**config.mk**
```make
export PLATFORM = sky130hd
export DESIGN_NAME = instruction_fetch_unit
export DESIGN_NICKNAME = d
export VERILOG_FILES = /design/src/rtl/instruction_fetch_unit.sv
export SDC_FILE = /design/constraint.sdc
export NUM_CORES = 1
export LEC_CHECK = 0
export CAP_MARGIN = 25
export CELL_PAD_IN_SITES_DETAIL_PLACEMENT = 0
export CELL_PAD_IN_SITES_GLOBAL_PLACEMENT = 2
export CORE_MARGIN = 5
export CORE_UTILIZATION = 27
export DETAILED_ROUTE_END_ITERATION = 6
export HOLD_SLACK_MARGIN = 0.03
export PLACE_DENSITY = 0.82
export SLEW_MARGIN = 20
export SYNTH_ARGS = -nofsm -noshare
export SYNTH_HDL_FRONTEND = slang
export SYNTH_SLANG_ARGS = --single-unit
```
**constraint.sdc**
```tcl
create_clock -name clk -period 1.94 [get_ports clk]
set_input_delay 0.582 -clock clk [delete_from_list [all_inputs] [get_ports clk]]
set_output_delay 0.582 -clock clk [all_outputs]
set_load 0.02 [all_outputs]
```
**src/rtl/instruction_fetch_unit.sv**
```systemverilog
`default_nettype none
// ============================================================================
// Module   : instruction_fetch_unit
// Brief    : Front-end fetch sequencer. Holds the PC and drives the combinational
//            read address of the instruction memory. Registers the returned word
//            into the IR and hands the IR to decode over a valid/ready handshake.
//            Supports branch redirect, decode back-pressure and halt detection.
// Revision : 1.0 - initial release
// ============================================================================
module instruction_fetch_unit #(
  parameter int              ADDR_W      = 4,
  parameter int              DATA_W      = 16,
  parameter logic [ADDR_W-1:0] START_ADDR = '0,
  parameter logic [3:0]      HALT_OPCODE = 4'hF
) (
  input  logic              clk,
  input  logic              clr,
  input  logic              start,
  output logic [ADDR_W-1:0] instruction_address,
  input  logic [DATA_W-1:0] instruction_data,
  output logic [DATA_W-1:0] ir,
  output logic [ADDR_W-1:0] ir_pc,
  output logic              ir_valid,
  input  logic              ir_ready,
  input  logic              branch_valid,
  input  logic [ADDR_W-1:0] branch_target,
  output logic              halted
);

  // PC step; addition wraps naturally at 2**ADDR_W.
  localparam logic [ADDR_W-1:0] C_PC_ONE = {{(ADDR_W-1){1'b0}}, 1'b1};

  typedef enum logic [1:0] {
    S_IDLE   = 2'd0,
    S_FETCH  = 2'd1,
    S_HALTED = 2'd2
  } state_t;

  state_t            r_state;
  state_t            w_state_nxt;
  logic [ADDR_W-1:0] r_pc;
  logic [ADDR_W-1:0] w_pc_nxt;
  logic [DATA_W-1:0] r_ir;
  logic [DATA_W-1:0] w_ir_nxt;
  logic [ADDR_W-1:0] r_ir_pc;
  logic [ADDR_W-1:0] w_ir_pc_nxt;
  logic              r_ir_valid;
  logic              w_ir_valid_nxt;
  logic              r_halted;
  logic              w_halted_nxt;

  // A capture needs the IR slot free (empty, or being handed over this cycle);
  // a branch in the same cycle takes priority and suppresses it.
  logic              w_slot_free;
  logic              w_capture;
  logic              w_is_halt;

  assign w_slot_free = !r_ir_valid || ir_ready;
  assign w_capture   = (r_state == S_FETCH) && !branch_valid && w_slot_free;

  // Only meaningful when w_capture is high; memory data is not looked at otherwise.
  assign w_is_halt   = (instruction_data[DATA_W-1 -: 4] == HALT_OPCODE);

  // State and datapath registers; clr forces reset values without a clock.
  always_ff @(posedge clk or negedge clr) begin
    if (!clr) begin
      r_state    <= S_IDLE;
      r_pc       <= START_ADDR;
      r_ir       <= '0;
      r_ir_pc    <= '0;
      r_ir_valid <= 1'b0;
      r_halted   <= 1'b0;
    end else begin
      r_state    <= w_state_nxt;
      r_pc       <= w_pc_nxt;
      r_ir       <= w_ir_nxt;
      r_ir_pc    <= w_ir_pc_nxt;
      r_ir_valid <= w_ir_valid_nxt;
      r_halted   <= w_halted_nxt;
    end
  end

  // Next-state and next-datapath decode; everything holds unless changed below.
  always_comb begin
    w_state_nxt    = r_state;
    w_pc_nxt       = r_pc;
    w_ir_nxt       = r_ir;
    w_ir_pc_nxt    = r_ir_pc;
    w_ir_valid_nxt = r_ir_valid;
    w_halted_nxt   = r_halted;

    case (r_state)
      S_IDLE: begin
        if (start) begin
          w_state_nxt = S_FETCH;
          w_pc_nxt    = START_ADDR;
        end
      end

      S_FETCH: begin
        if (branch_valid) begin
          // Redirect and flush; the new target is fetched on the next edge.
          w_pc_nxt       = branch_target;
          w_ir_valid_nxt = 1'b0;
        end else if (w_capture) begin
          w_ir_nxt       = instruction_data;
          w_ir_pc_nxt    = r_pc;
          w_ir_valid_nxt = 1'b1;
          w_pc_nxt       = r_pc + C_PC_ONE;
          if (w_is_halt) begin
            w_state_nxt  = S_HALTED;
            w_halted_nxt = 1'b1;
          end
        end
        // Otherwise decode is stalling us: IR, IR PC, valid and PC all hold.
      end

      S_HALTED: begin
        if (start) begin
          w_state_nxt    = S_FETCH;
          w_pc_nxt       = START_ADDR;
          w_halted_nxt   = 1'b0;
          w_ir_valid_nxt = 1'b0;
        end else if (r_ir_valid && ir_ready) begin
          // Let decode drain the halt word; no further fetches happen here.
          w_ir_valid_nxt = 1'b0;
        end
      end

      default: begin
        w_state_nxt    = S_IDLE;
        w_pc_nxt       = START_ADDR;
        w_ir_valid_nxt = 1'b0;
        w_halted_nxt   = 1'b0;
      end
    endcase
  end

  assign instruction_address = r_pc;
  assign ir                  = r_ir;
  assign ir_pc               = r_ir_pc;
  assign ir_valid            = r_ir_valid;
  assign halted              = r_halted;

endmodule
`default_nettype wire

```
### Word level (Yosys, flattened, before mapping)

Index checks and enable logic that the tools add are counted.

* register bits after elaboration: 28
* input bits: 25

* $add $sub $neg: 1
* eq/ne operators: 10
* mux-type cells: 19
* bitwise operators: 2
* reductions and logical operators: 13

Operator list (count)
* $mux W4: 3
* $mux W1: 8
* $mux W2: 4
* $ne A2 B2 Y1 const B: 4
* $pmux W4 S2: 1
* $ne A3 B3 Y1 const B: 2
* $pmux W1 S3: 2
* $reduce_and A3 Y1: 2
* $reduce_and A5 Y1: 1
* $add A4 B1 Y4 const B: 1
* $eq A4 B4 Y1 const B: 1
* $pmux W2 S2: 1
* $reduce_and A4 Y1: 1
* $logic_and A1 B1 Y1: 3
* $eq A2 B1 Y1 const B: 1
* $eq A2 B2 Y1 const B: 1
* $logic_not A1 Y1: 2
* $logic_not A2 Y1: 1
* $ne A2 B1 Y1 const B: 1
* $not A1 Y1: 2
* $reduce_and A2 Y1: 1
* $reduce_or A2 Y1: 1
* $logic_or A1 B1 Y1: 1

### Logic depth before layout (Yosys ltp)

* depth in word-level cells: 6
* mapped depth: 6

### Least setup slack after synthesis

OpenSTA, ideal clock, no wires.

* path kind: in2reg
* start: in branch_valid
* end: reg r_ir[0] (netlist: ir[0])
* arrival: 1498 ps
* required time: 1815 ps
* setup slack: 317 ps
* stages on the path: 5
* path buffers: 2
* cell sequence: buf_6 -> nor3b_4 -> nand2_2 -> buf_6 -> mux2_4

* cells in the longest elaborated chain, start to end: 4

RTL lines
* start: declaration: RTL line 25 `input logic branch_valid,`
* $logic_not A1 Y1: RTL line 59 `assign w_capture = (r_state == S_FETCH) && !branch_valid && w_slot_free;`
* $logic_and A1 B1 Y1 (2 in series): RTL line 59
* $reduce_and A3 Y1 (no line) *
* end signal: assignment: RTL line 76 `r_ir <= w_ir_nxt;`
* end: declaration: RTL line 43 `logic [DATA_W-1:0] r_ir;`

Mark *: on every way between the ends. The rest lies on a longest branch, timed or not.
A chain may end at the register's enable or synchronous reset.

### Worst setup path after layout

* start: reg r_ir_valid (netlist: ir_valid)
* end: out ir_valid

RTL lines
* start: declaration: RTL line 47 `logic r_ir_valid;`
* start signal: assignment: RTL line 78 `r_ir_valid <= w_ir_valid_nxt;`
* end: declaration: RTL line 23 `output logic ir_valid,`

No word-level cell between the ends.

==> impl_results.md <==
* Syn avg cell area at around 13 sq um
* Row cnt at 25
* CTS tree: built
* Critical Path Source: ir_valid
* Max Slew Vio Count at 0
* Post-synthesis mux area share at between 20% and 30%
* I/O pins at between 50 and 60
* CTS buffer count at 3
* Power per cell area at about 1600 nW/um^2
* Final worst path period need at between 1500 and 2000 ps
* Critical path's top delay family: buffers and inverters
* Netlist cell types at 27
* Pin count of the biggest net entering global routing at 29
* Critical Path Max Stage Delay at between 600 and 700 ps
* DRC errors left at 0
* First-pass GRT wire length at approximately 5300 um
* Worst r2r src: r_state[0]
* Die footprint at between 6000 and 7000 sq um
* Total GRT Usage at 10.95%
* IR drop worst, VDD at about 0.6 mV
* Post-DP Area at roughly 1900 sq um
* Diode count at 0
* Worst-skew pair later-pin latency at 270 ps
* Initial antenna violation count at 0
* GPL Wtd Cong at 0.8441
* WP buf/inv at 1
* IO buf count at 50
* Sink Count at 28
* Synth Area in Simple Gates at approximately 8.7%
* CTS Buffer Depth at 2
* Type of the worst setup path: reg -> out
* Layout cells sized above 1 at a little under a quarter
* H-tree depth at 1
* Post-synthesis xor/xnor area fraction at less than 1%
* Register area share after synthesis at between 50% and 60%
* HP Class: reg -> reg
* Post-synth design cell area at 1304 sq um
* Synth area leaders: dfrtp_1, mux2_4, o21ai_0
* Synth-to-layout area growth at 50.00%
* Hold violation count in the final report at 0
* Static Leak at a little under 0.9 nW
* DIE HEIGHT at 79.49 um
* Post-CTS setup buffers at 0
* Biggest area consumer among synthesized cells: dfrtp_1
* Final core occ at 41.68%
* Mapped Nets at 123
* Final Cell Area at approximately 2000 sq um
* Nets@finish at 184
* Crit share post-route at between 90% and 100%
* Antenna Violating Nets Remaining at 0
* Slew HR at ~76%
* Detailed-route vias per instance at 4.524
* Clk Tree Root Cell: clkbuf_8
* Max Cap Violations at 0
* Place WS at -98.82 ps
* Drt first pass iters at 2
* Main combinational cell family by area after synthesis: multiplexers
* Total wire length at about 3300 um
* Synth Area in Compound Gates at 7.869%
* WP data arrival at between 1000 and 1500 ps
* Mapped Cells at 97
* Worst-margin pin slew at ~360 ps
* Post-CTS sizing at 3
* Crit end category: output port
* Die W at around 79 um
* Vias in the first global route at 1073
* Hold path start: ir_pc[0]
* CTS Hold Bufs at 0
* Element type at the critical path start: flop
* Placed wire-length estimate at between 2000 and 3000 um
* Yosys warns at 0
* Wirelength per Cell at about 16 um
* Post-synthesis adder-cell area fraction at 0.9597%
* Yosys reg bits at 28
* Total core area at 4692 sq um
* Share of the synthesized area in the top cell type at ~54%
* Status: finished, final reports clean
* Slowest cell on the critical path: clkdlybuf4s50_1
* # setup viols final at 0
* Initial Utilization at between 20% and 30%
* Setup ws final at between 70 and 80 ps
* Fmax at ~0.54 GHz
* First DRT Iteration DRCs at 22
* Final Skew at 2.793 ps
* GRT overflow at 0
* CP Cell Sequence: clkdlybuf4s50_1
* Unrepaired setup endpoints after global routing: no
* Req. time, crit path at about 1400 ps
* Maximum fanout along the worst path at 4
* Vias at 950
* Worst-path clk slew at about 90 ps
-- Yosys cell counts, drive strengths merged --
library cell and instances:
dfrtp 28, mux2 20, nand2 7, o21ai 7, buf 4, inv 4
nor2 4, a21oi 3, mux2i 2, nand2b 2, nand3 2, nor2b 2
o21a 2, a22oi 1, a311oi 1, a31oi 1, a32oi 1, ha 1
nand3b 1, nand4 1, nor3b 1, o22ai 1, xor2 1
-- per-stage QoR --
step	power [mW]	std cells	TNS [ps]	hold WS (ps)
final	3.087	210	0	489.7
after global routing	3.293	210	0	529.0
after CTS	3.138	210	0	498.8
after detailed placement	2.833	207	-1514	477.9
after global placement	2.794	207	-994.9	473.8
after floorplan	2.027	97	0	286.4
-- path summary, 6_finish.rpt --
path	depth (start not counted)	end	slack [ps]
min reg2reg	2	ir_pc[0]	490
max reg2reg	4	ir[3]	410
min	2	ir_pc[0]	490
max	1	ir_valid	80
min in group asynchronous	2	instruction_address[2]	680
max in group asynchronous	2	ir[15]	990
-- power by group --
group | internal, mW | leakage [nW] | total, mW | switching (mW)
clock | 0.139 | 0.0216 | 0.308 | 0.169
sequential | 0.859 | 0.339 | 1.07 | 0.215
combinational | 0.958 | 0.531 | 1.70 | 0.747
total | 1.96 | 0.892 | 3.09 | 1.13
-- layout make-up --
cell class / count / area, sq um
inverters: 4 / 15.01
repair buffers: 60 / 584.3
well taps: 54 / 67.56
fillers: 464 / 2736
clock buffers: 3 / 41.29
flip-flops and latches: 28 / 700.7
multi-input cells: 61 / 546.8
-- cell usage in the layout, fill, tap and decap left out, types with 3 or more instances in the layout --
cell / n
dlygate4sd2_1: 3
inv_1: 4
o21ai_0: 7
dfrtp_1: 28
nor2_1: 3
clkdlybuf4s50_1: 47
a21oi_1: 3
mux2_4: 17
nand2_1: 6
buf_4: 9
mux2_2: 3
clkbuf_8: 3
-- tightest hold or removal path, cell delays in order (launching register included) --
cell and delay, ps:
dfrtp_1 350, nand2_1 50, o21ai_0 60
-- state kept, by name (all words and copies together), names as in the netlist --
name                 cells
instruction_address      4
r_state                  2
ir                      16
ir_valid                 1
halted                   1
ir_pc                    4
-- kinds of logic after synthesis --
| family | Yosys count |
|---|---|
| AO/OA/AOI/OAI | 17 |
| XOR/XNOR | 1 |
| adder cells (fa/ha/maj) | 1 |
| buffers and inverters | 8 |
| flip-flops | 28 |
| multiplexers | 22 |
| AND/OR/NAND/NOR | 20 |
-- per-layer routing --
layer / up-vias / track usage, % / wire, um
li1: 456 / - / -
met1: 464 / 13.98 / 1424
met2: 28 / 18.61 / 1625
met3: 2 / 2.596 / 202
met4: 0 / 2.577 / 14
met5: - / 0 / 0
Power figures use the tool's default switching activity.
